File: config.mk
export PLATFORM = sky130hd
export DESIGN_NAME = desc_serializer
export DESIGN_NICKNAME = d
export VERILOG_FILES = /design/src/rtl/desc_serializer_pkg.sv /design/src/rtl/desc_fifo.sv /design/src/rtl/desc_serializer.sv
export SDC_FILE = /design/constraint.sdc
export NUM_CORES = 1
export LEC_CHECK = 0
export BUFFER_PORTS_ARGS = -buffer_cell sky130_fd_sc_hd__buf_4
export CAP_MARGIN = 30
export CORE_ASPECT_RATIO = 0.6
export CORE_MARGIN = 2
export CORE_UTILIZATION = 50
export DETAILED_ROUTE_END_ITERATION = 7
export PLACE_DENSITY = 0.71
export RECOVER_POWER = 50
export SYNTH_ARGS = -nofsm -noshare
export SYNTH_HDL_FRONTEND = slang
export SYNTH_SLANG_ARGS = --single-unit
File: constraint.sdc
create_clock -name clk -period 7.06 [get_ports clk]
set_input_delay 0.353 -clock clk [delete_from_list [all_inputs] [get_ports clk]]
set_output_delay 0.353 -clock clk [all_outputs]
set_load 0.005 [all_outputs]
File: src/rtl/desc_serializer_pkg.sv
`default_nettype none
// ============================================================================
// Module   : desc_serializer_pkg
// Purpose  : Shared ORB widths and serializer state encoding.
// Revision : 1.0 - initial release
// ============================================================================
package desc_serializer_pkg;

    localparam int WIDTH_PIXEL       = 8;
    localparam int WIDTH_DESCRIPTORS = 256;
    localparam int WIDTH_WORD        = 32;
    localparam int WORDS_PER_DESC    = WIDTH_DESCRIPTORS / WIDTH_WORD;

    typedef enum logic [0:0] {
        IDLE = 1'b0,
        SEND = 1'b1
    } ser_state_e;

endpackage
`default_nettype wire

File: src/rtl/desc_fifo.sv
`default_nettype none
// ============================================================================
// Module   : desc_fifo
// Purpose  : DEPTH x WIDTH descriptor FIFO with level, full and empty flags.
//            The caller only pushes when not full or when popping together.
// Revision : 1.0 - initial release
// ============================================================================
module desc_fifo #(
    parameter  int DEPTH = 4,
    parameter  int WIDTH = 256,
    localparam int PTR_W = $clog2(DEPTH),
    localparam int LVL_W = PTR_W + 1
) (
    input  logic             clk,
    input  logic             rst,
    input  logic             push,
    input  logic             pop,
    input  logic [WIDTH-1:0] din,
    output logic [WIDTH-1:0] dout,
    output logic [LVL_W-1:0] level,
    output logic             full,
    output logic             empty
);

    logic [WIDTH-1:0] mem_q [DEPTH];
    logic [WIDTH-1:0] mem_d [DEPTH];
    logic [PTR_W-1:0] wr_ptr_q, wr_ptr_d;
    logic [PTR_W-1:0] rd_ptr_q, rd_ptr_d;
    logic [LVL_W-1:0] level_q, level_d;

    // Next pointers, level and storage contents; pointers wrap naturally.
    always_comb begin
        mem_d    = mem_q;
        wr_ptr_d = wr_ptr_q;
        rd_ptr_d = rd_ptr_q;
        level_d  = level_q;
        if (push) begin
            mem_d[wr_ptr_q] = din;
            wr_ptr_d        = wr_ptr_q + PTR_W'(1);
        end
        if (pop) begin
            rd_ptr_d = rd_ptr_q + PTR_W'(1);
        end
        case ({push, pop})
            2'b10:   level_d = level_q + LVL_W'(1);
            2'b01:   level_d = level_q - LVL_W'(1);
            default: level_d = level_q;
        endcase
    end

    // Pointer and level registers, cleared by reset.
    always_ff @(posedge clk or posedge rst) begin
        if (rst) begin
            wr_ptr_q <= '0;
            rd_ptr_q <= '0;
            level_q  <= '0;
        end else begin
            wr_ptr_q <= wr_ptr_d;
            rd_ptr_q <= rd_ptr_d;
            level_q  <= level_d;
        end
    end

    // Storage needs no reset; only slots behind valid pointers are ever read.
    always_ff @(posedge clk) begin
        mem_q <= mem_d;
    end

    assign dout  = mem_q[rd_ptr_q];
    assign level = level_q;
    assign full  = (level_q == LVL_W'(DEPTH));
    assign empty = (level_q == '0);

endmodule
`default_nettype wire

File: src/rtl/desc_serializer.sv
`default_nettype none
// ============================================================================
// Module   : desc_serializer
// Purpose  : Buffers descriptors and emits them MSB word first on a
//            valid/ready word stream; counts descriptors dropped when full.
// Revision : 1.0 - initial release
// ============================================================================
module desc_serializer
    import desc_serializer_pkg::*;
#(
    parameter  int WIDTH_DESCRIPTORS = desc_serializer_pkg::WIDTH_DESCRIPTORS,
    parameter  int WIDTH_WORD        = desc_serializer_pkg::WIDTH_WORD,
    parameter  int DEPTH             = 4,
    localparam int LVL_W             = $clog2(DEPTH) + 1
) (
    input  logic                         clk,
    input  logic                         rst,
    input  logic [WIDTH_DESCRIPTORS-1:0] desc_in,
    input  logic                         desc_valid,
    output logic [WIDTH_WORD-1:0]        word_out,
    output logic                         word_valid,
    input  logic                         word_ready,
    output logic                         word_last,
    output logic [LVL_W-1:0]             fifo_level,
    output logic                         overflow,
    output logic [15:0]                  drop_count
);

    localparam int WORDS = WIDTH_DESCRIPTORS / WIDTH_WORD;
    localparam int IDX_W = (WORDS > 1) ? $clog2(WORDS) : 1;

    ser_state_e                   state_q, state_d;
    logic [IDX_W-1:0]             idx_q, idx_d;
    logic                         overflow_q, overflow_d;
    logic [15:0]                  drop_count_q, drop_count_d;

    logic                         fifo_push;
    logic                         fifo_pop;
    logic                         fifo_full;
    logic                         fifo_empty;
    logic [LVL_W-1:0]             fifo_lvl;
    logic [WIDTH_DESCRIPTORS-1:0] head;
    logic [WIDTH_WORD-1:0]        head_words [WORDS];
    logic                         xfer;
    logic                         drop;

    desc_fifo #(
        .DEPTH (DEPTH),
        .WIDTH (WIDTH_DESCRIPTORS)
    ) u_fifo (
        .clk   (clk),
        .rst   (rst),
        .push  (fifo_push),
        .pop   (fifo_pop),
        .din   (desc_in),
        .dout  (head),
        .level (fifo_lvl),
        .full  (fifo_full),
        .empty (fifo_empty)
    );

    assign xfer = word_valid && word_ready;

    // A full FIFO still accepts a descriptor when the head leaves this edge.
    assign fifo_push = desc_valid && (!fifo_full || fifo_pop);
    assign drop      = desc_valid && fifo_full && !fifo_pop;

    // FSM next state, word index and pop decision.
    always_comb begin
        state_d  = state_q;
        idx_d    = idx_q;
        fifo_pop = 1'b0;
        case (state_q)
            IDLE: begin
                if (!fifo_empty) begin
                    state_d = SEND;
                    idx_d   = '0;
                end
            end
            SEND: begin
                if (xfer) begin
                    if (idx_q == IDX_W'(WORDS - 1)) begin
                        fifo_pop = 1'b1;
                        idx_d    = '0;
                        // Leave SEND only if nothing remains after this pop.
                        if (fifo_lvl == LVL_W'(1) && !desc_valid) begin
                            state_d = IDLE;
                        end
                    end else begin
                        idx_d = idx_q + IDX_W'(1);
                    end
                end
            end
            default: begin
                state_d = IDLE;
                idx_d   = '0;
            end
        endcase
    end

    // Sticky overflow flag and saturating drop counter.
    always_comb begin
        overflow_d   = overflow_q | drop;
        drop_count_d = drop_count_q;
        if (drop && drop_count_q != 16'hFFFF) begin
            drop_count_d = drop_count_q + 16'd1;
        end
    end

    // Split the head descriptor into words, word 0 being the MSB slice.
    always_comb begin
        for (int k = 0; k < WORDS; k++) begin
            head_words[k] = head[WIDTH_DESCRIPTORS - 1 - k * WIDTH_WORD -: WIDTH_WORD];
        end
    end

    // Control registers, all cleared asynchronously.
    always_ff @(posedge clk or posedge rst) begin
        if (rst) begin
            state_q      <= IDLE;
            idx_q        <= '0;
            overflow_q   <= 1'b0;
            drop_count_q <= '0;
        end else begin
            state_q      <= state_d;
            idx_q        <= idx_d;
            overflow_q   <= overflow_d;
            drop_count_q <= drop_count_d;
        end
    end

    // Outputs derive from registered state, so reset zeroes them at once.
    assign word_valid = (state_q == SEND);
    assign word_last  = (state_q == SEND) && (idx_q == IDX_W'(WORDS - 1));
    assign word_out   = (state_q == SEND) ? head_words[idx_q] : '0;
    assign fifo_level = fifo_lvl;
    assign overflow   = overflow_q;
    assign drop_count = drop_count_q;

endmodule
`default_nettype wire

==> metrics.md, run 1 <==
| Metric | Value |
|---|---|
| Status | `completed` |
| Num ports | `roughly 310` |
| Final ANT Viol Nets | `0` |
| Placed cell count | `3103` |
| Maxcap violations | `0` |
| Avg Inst Size Synth | `22.6 um2` |
| Clk_lat worst skew | `between 0.6 and 0.7 ns` |
| Nets | `2663` |
| CP dominant cell by count | `buf_4` |
| Worst path cell trace | `inv_6, buf_4, mux2_2, o221ai_1, a31oi_1, buf_4` |
| WL/cell | `25.9 um` |
| Worst path slowest cell | `buf_4` |
| Largest net degree at the start of global routing | `160` |
| Fmax | `233 MHz` |
| Final period util | `60.8%` |
| Post-layout minimum cycle time | `4.29 ns` |
| Via count | `20500` |
| Layout area overhead | `20.3%` |
| Vias in the first global route | `20900` |
| Remaining DRCs | `0` |
| Yosys Warn Count | `0` |
| Final Hold Fails | `0` |
| Port Buffer Count | `around 310` |
| First-pass GRT wire length | `135000 um` |
| Worst ir drop on vdd | `0.476 mV` |
| Cts bufs inserted | `94` |
| Die W | `~370 um` |
| Synthesized area | `approximately 40000 um2` |
| Post-synthesis sequential area ratio | `77.8%` |
| Critical path fanouts, max | `56` |
| First drt pass iteration count | `7` |
| Post-Route WL | `91600 um` |
| Fill count | `5736` |
| Die area | `83200 um2` |
| RSZ-0062 raised after global routing | `no` |
| Required time of the critical path | `6.71 ns` |
| Syn nets | `2064` |
| Final setup vio count | `0` |
| GRT Residual Overflow | `0` |
| Nature of the critical path startpoint | `register` |
| Critical Path AT | `3.94 ns` |
| CTS Sinks | `1052` |
| HP Class | `input port to register` |
| Setup bufs post-CTS | `0` |
| Initial antenna violation count | `19` |
| Routability cong. | `0.835` |
| Slew margin rel. | `10.1%` |
| Synth Flop Type | `edfxtp_1` |
| Clk root buf | `clkbuf_16` |
| Cells after synthesis | `approximately 1800` |
| Share of post-route cells with drive strength above 1 | `between 20% and 30%` |
| CTS H-tree depth | `3` |
| Post-layout total power | `about 19000 uW` |
| Post-synth EDFFs | `1024` |
| CP peak stage delay | `0.67 ns` |
| Final Max Tran Viols | `0` |
| CTS tree | `built` |
| Final Instance Count excl. Fillers | `3536` |
| CP Class | `register to output pin` |
| DPL Wire Length | `54900 um` |
| Synth Register Bits | `1052` |
| Power density over the cells | `398 nW/um2` |
| Initial DRC Count | `1882` |
| Worst clock skew | `roughly 0.027 ns` |
| CTS clock-pin slew for the worst setup and hold paths | `approximately 0.070 ns` |
| Worst setup EP type | `output pin` |
| Initial core utilization | `50.7%` |
| Setup TNS | `0 ns` |
| Area of the core | `79800 um2` |
| Vias per cell | `approximately 5.8` |
| Die height | `around 220 um` |
| GRT Overall Usage | `~22%` |
| Slew of the pin with the lowest slew margin | `1.35 ns` |
| Leak Pwr | `0.0156 uW` |
| Rows | `80` |
| Max clock buf depth | `3` |
| Async SR Flop Fraction | `2.66%` |
| Netlist cell types | `42` |
## report_power, final
group / switching (uW) / internal (uW)
clock: 2160 / 2880
combinational: 3290 / 2580
sequential: 281 / 8180
total: 5730 / 13600
## repair_timing
item                                     CTS  global route
resized for setup                          0             0
endpoints found under the hold margin   1054             0
hold buffers                             258             0
endpoints found under the setup margin     0             0
## cells in the mapped netlist (4+ instances only)
master,instances,area (um2)
mux2i_1,65,651
xnor2_1,6,52.6
edfxtp_1,1024,30700
a22oi_1,32,240
o21ai_1,19,95.1
a31oi_1,35,219
and2_1,7,43.8
nor2_1,9,33.8
inv_1,11,41.3
a221oi_1,22,193
nand2_1,29,109
buf_2,23,115
nand3_1,4,20.0
and4_1,4,35.0
mux4_2,224,5040
clkbuf_1,49,184
mux2_2,67,754
nand4_1,4,25.0
o2111ai_1,10,87.6
and3_1,4,25.0
ha_1,12,150
buf_6,16,180
buf_4,11,82.6
o21ai_0,6,30.0
xor2_1,12,105
nor3_1,6,30.0
dfrtp_1,28,701
o221ai_1,32,280
## registers in the layout (all words and copies together), names as in the netlist
register         cells
u_fifo.level         3
word_valid           1
overflow             1
u_fifo.wr_ptr_q      2
idx_q                3
drop_count          16
u_fifo.rd_ptr_q      2
u_fifo.mem_q      1024
## layout by cell type (no fill, tap or decap), drive strengths merged, types with 9 or more instances in the layout
master          n
o221ai         32
dlygate4sd3   258
xor2           12
nand2          29
ha             12
a31oi          35
buf            67
edfxtp       1024
o2111ai        10
mux4          224
nor2            9
dfrtp          28
mux2           67
inv            13
bufinv          9
clkinv         29
a22oi          32
clkbuf        402
a221oi         22
o21ai          25
mux2i          65
## cell type report
| class | count | area [um2] | share of cell area, % |
|---|---|---|---|
| antenna | 7 | 17.5 | 0.0360 |
| clock buffer | 124 | 2560 | 5.26 |
| clock inverter | 44 | 473 | 0.972 |
| inverter | 12 | 50.0 | 0.103 |
| multi-input combinational | 628 | 8400 | 17.3 |
| sequential | 1052 | 31500 | 64.7 |
| tap | 1066 | 1330 | 2.74 |
| timing repair buffer | 603 | 4350 | 8.95 |
## cells by family after synthesis
logic type / count (synthesis) / share of synthesized area (%)
fa+ha+maj: 12 / 0.371
xor+xnor: 18 / 0.390
flops: 1052 / 77.8
compound gates: 166 / 3.04
mux: 356 / 16.0
buf+inv: 112 / 1.51
simple gates: 76 / 0.959
## through the flow
stage          worst slack [ns]  util [%]  hold slack (ns)  cell area (um2)
4_1_cts                    2.80      62.2           0.0951            49600
6_report                   2.77      61.0            0.136            48700
5_1_grt                    2.63      61.0            0.127            48600
2_1_floorplan              2.07         -            0.418            40400
3_5_place_dp               2.99      55.2            0.353            44000
3_3_place_gp               2.98      55.1            0.466            44000
## critical path: cells and delay by family, from the launching register on
kind,cells,cell delay (ns)
buf+inv,3,1.52
compound gates,2,0.84
flops,1,0.57
mux,1,0.28
## per-layer routing
| layer | global-route usage (%) | part of all wire, % |
|---|---|---|
| met1 | 30.9 | 41 |
| met2 | 35.0 | 49 |
| met3 | 6.09 | 8.5 |
| met4 | 5.17 | 2.0 |
| met5 | 0 | 0.18 |
## worst paths after layout
check,start,endpoint,slack [ns],cells after the start
max reg2reg,idx_q[0],u_fifo.mem_q[996],2.97,6
min in group asynchronous,rst,drop_count[7],0.20,3
min reg2reg,drop_count[7],drop_count[7],0.50,1
min,desc_valid,word_valid,0.14,4
max,idx_q[0],word_out[1],2.77,6
max in group asynchronous,rst,u_fifo.rd_ptr_q[1],5.14,4
No activity file was read; power rests on OpenSTA's default activity.
==> inputs of run 2 (changes only) <==
ABC_AREA = 1   (was not set)
clock period = 3.5 ns   (was 7.06 ns; I/O delays follow)
==> metrics.md, run 2 <==
| Metric | Value |
|---|---|
| Max clock buf depth | `3 (unchanged)` |
| Die W | `382 um (+2.9%)` |
| Area share of the largest cell type after synthesis | `71.7% (-4.3 points)` |
| Number of flip-flops in the largest register | `1024 (unchanged)` |
| WL/cell | `21.6 um (-16%)` |
| Cts bufs inserted | `93 (-1.1%)` |
| Critical path fanouts, max | `53 (-5.4%)` |
| Synthesized area | `42900 um2 (+6.0%)` |
| Sw Share | `38.6% (+9.0 points)` |
| Critical Path Start | `u_fifo.rd_ptr_q[0]` |
| Final ANT Viol Nets | `0 (unchanged)` |
| Commonest non-fill, non-tap cells in the layout | `1291 x nand2_1, 1024 x edfxtp_1, 692 x nand3_1` |
| Delay-heaviest family, CP | `simple AND/OR/NAND/NOR gates` |
| Leak Pwr | `0.0190 uW (+22%)` |
| DPL Wire Length | `71900 um (+31%)` |
| CP peak stage delay | `0.59 ns (-0.08 ns)` |
| Vias in the first global route | `27900 (+34%)` |
| Required time of the critical path | `3.32 ns (-3.39 ns)` |
| Worst setup EP type | `output pin` |
| Internal power component | `27100 uW (+99%)` |
| Status | `completed` |
| Area leader, netlist | `edfxtp_1` |
| Nets | `4473 (+68%)` |
| Layout area overhead | `20.1%` |
| First drt pass iteration count | `6 (-1)` |
| Netlist cell types | `31 (-26%)` |
| Clk root buf | `clkbuf_16` |
| Slew of the pin with the lowest slew margin | `0.870 ns (-0.479 ns)` |
| Num ports | `314 (unchanged)` |
| Met3 Use GR | `7.30% (+1.2 points)` |
| CP dominant cell by count | `nand2_1` |
| GRT Residual Overflow | `0 (unchanged)` |
| Port Buffer Count | `313 (unchanged)` |
| Worst r2r src | `idx_q[0]` |
| Worst ir drop on vdd | `0.707 mV (+49%)` |
| Slew margin rel. | `42.0% (+32 points)` |
| Placed cell count | `4988 (+61%)` |
| Die height | `231 um (+2.9%)` |
| Yosys Warn Count | `0 (unchanged)` |
| Synth Flop Type | `edfxtp_1` |
| Power density over the cells | `858 nW/um2 (+120%)` |
| Post-synth EDFFs | `1024 (unchanged)` |
| M2 GR Usage | `40.2% (+5.2 points)` |
| Post-synthesis sequential area ratio | `73.4% (-4.4 points)` |
| Busiest grt layer | `met2` |
| Worst path slowest cell | `dfrtp_4` |
| Area of the core | `85300 um2 (+6.9%)` |
| CTS H-tree depth | `3 (unchanged)` |
| Post-synth top cells | `1292 x nand2_1, 1024 x edfxtp_1, 694 x nand3_1` |
| Post-Route WL | `118000 um (+28%)` |
| Die area | `88200 um2 (+5.9%)` |
| Reg2Reg Setup Slack | `0.77 ns (-2.20 ns)` |
| Final Max Tran Viols | `0 (unchanged)` |
| RSZ-0062 raised after global routing | `yes` |
| Share of post-route cells with drive strength above 1 | `6.88% (-14 points)` |
| Async SR Flop Fraction | `2.66% (unchanged)` |
| CTS Sinks | `1052 (unchanged)` |
| Final period util | `97.8%` |
| Rows | `83 (+3.8%)` |
| CTS clock-pin slew for the worst setup and hold paths | `0.07 ns (about the same)` |
| Setup TNS | `0 ns (unchanged)` |
| Avg Inst Size Synth | `11.7 um2 (-48%)` |
| Clk_lat worst skew | `0.69 ns (+0.03 ns)` |
| Post-layout total power | `44200 uW (+130%)` |
| Fin area | `51500 um2 (+5.8%)` |
| Final Util | `60.4% (-0.60 points)` |
| Worst path cell trace | `buf_4, buf_4, clkbuf_16, nand2_1, nand3_1, nand3_1, nand2_1, nand2_1, nand3_1, nand2_1, nor2_1, buf_4` |
| Routability cong. | `0.863 (+3.4%)` |
| Fmax | `292 MHz` |
| CP Class | `register to output pin` |
| Vias per cell | `5.46 (-5.6%)` |
| Initial core utilization | `50.3% (-0.40 points)` |
| Via count | `29700 (+45%)` |
| Critical Path AT | `3.25 ns (-0.69 ns)` |
| Post-DP Area | `46700 um2 (+6.1%)` |
| Largest net degree at the start of global routing | `129 (-19%)` |
| Initial antenna violation count | `21 (+2)` |
| Seq pwr share | `39.1% (-4.6 points)` |
| Nature of the critical path startpoint | `register` |
| HP Class | `input port to async pin` |
| Clk pwr share | `23.1% (-2.9 points)` |
| Final setup vio count | `0 (unchanged)` |
| Worst clock skew | `0.0222 ns (-0.00496 ns)` |
| Comb pwr share | `37.8% (+7.5 points)` |
| Post-layout minimum cycle time | `3.42 ns` |
| CTS tree | `built` |
| GRT Overall Usage | `26.4% (+4.3 points)` |
| P_sw | `17000 uW (+200%)` |
| Most common cell in the synthesized netlist | `nand2_1` |
| Final Hold Fails | `0 (unchanged)` |
| Maxcap violations | `0 (unchanged)` |
| Final Instance Count excl. Fillers | `5438 (+54%)` |
| Remaining DRCs | `0 (unchanged)` |
| Initial DRC Count | `3499 (+86%)` |
| Synth Register Bits | `1052 (unchanged)` |
| Synth top area cells | `edfxtp_1 72%, nand2_1 11%, nand3_1 8.1%` |
| Fill count | `6844 (+19%)` |
| First-pass GRT wire length | `175000 um (+30%)` |
| Cells after synthesis | `3677 (+110%)` |
| WP buf/inv | `4 (+1)` |
| Syn nets | `3949 (+91%)` |
| Most common cell after layout, fill and taps aside | `nand2_1` |
| Routing usage on met1 | `38.3% (+7.4 points)` |
| Top reg by flops | `u_fifo.mem_q` |
[run 2: changes by cell type after synthesis, moves of 65 or more]
cell     previous run  this run
buf_2              23        98
mux2_2             67         0
mux2i_1            65         0
mux4_2            224         0
nand2_1            29      1292
nand3_1             4       694
nor2_1              9       235
o21ai_0             6        83
[run 2: path summary, 6_finish.rpt]
path                                      end  depth (start not counted)
min                             drop_count[6]                          3
min in group clk            u_fifo.mem_q[749]                          2
max reg2reg                 u_fifo.mem_q[898]                          8
max                              word_out[24]                         12
max in group asynchronous  u_fifo.rd_ptr_q[1]                          4
min reg2reg                          overflow                          1
[run 2: power groups by stage]
stage / Sequential [uW] / Combinational (uW) / Clock, uW
after floorplan: 17600 / 9650 / 0
after global placement: 17500 / 15900 / 0
after detailed placement: 17500 / 16100 / 0
after CTS: 17300 / 16500 / 10300
after global routing: 17400 / 18200 / 10800
final: 17300 / 16700 / 10200
[run 2: kinds of logic after synthesis]
| group | count (synthesis) | share of synthesized area [%] |
|---|---|---|
| xor+xnor | 15 | 0.306 |
| compound gates | 107 | 1.30 |
| fa+ha+maj | 12 | 0.350 |
| flops | 1052 | 73.4 |
| buf+inv | 257 | 2.98 |
| simple gates | 2234 | 21.7 |
[run 2: per-layer routing]
| metal | routed length, um | up-vias |
|---|---|---|
| li1 | - | 13800 |
| met1 | 49600 | 14400 |
| met2 | 54100 | 1259 |
| met3 | 12000 | 129 |
| met4 | 1920 | 14 |
| met5 | 80 | - |
[run 2: final cells by class]
cell class	instances	area, um2	area share (%)
sequential	1052	31500	61.1
multi-input combinational	2368	10200	19.9
timing repair buffer	651	5120	9.94
clock buffer	113	2480	4.81
tap	1147	1440	2.79
clock inverter	56	518	1.01
inverter	34	181	0.352
antenna	16	40.0	0.0778
timing repair inverter	1	11.3	0.0219
[run 2: through the flow]
stage	worst slack [ns]	hold slack [ns]
after detailed placement	0.710	0.365
after CTS	-0.00223	0.188
final	0.0773	0.200
after floorplan	-1.68	0.240
after global routing	-0.0286	0.241
after global placement	0.730	0.367
[run 2: worst min-delay path, cell delays in order]
cell           delay, ns
dlygate4sd3_1       0.53
clkbuf_4            0.13
inv_1               0.55
[run 2: what timing repair did]
| item | in CTS | in global routing |
|---|---|---|
| endpoints found under the hold margin | 1051 | 0 |
| pin swaps | 0 | 0 |
| setup buffers | 0 | 4 |
| endpoints found under the setup margin | 2 | 22 |
| cloned | 1 | 1 |
| resized for setup | 1 | 9 |
| hold buffers | 259 | 0 |
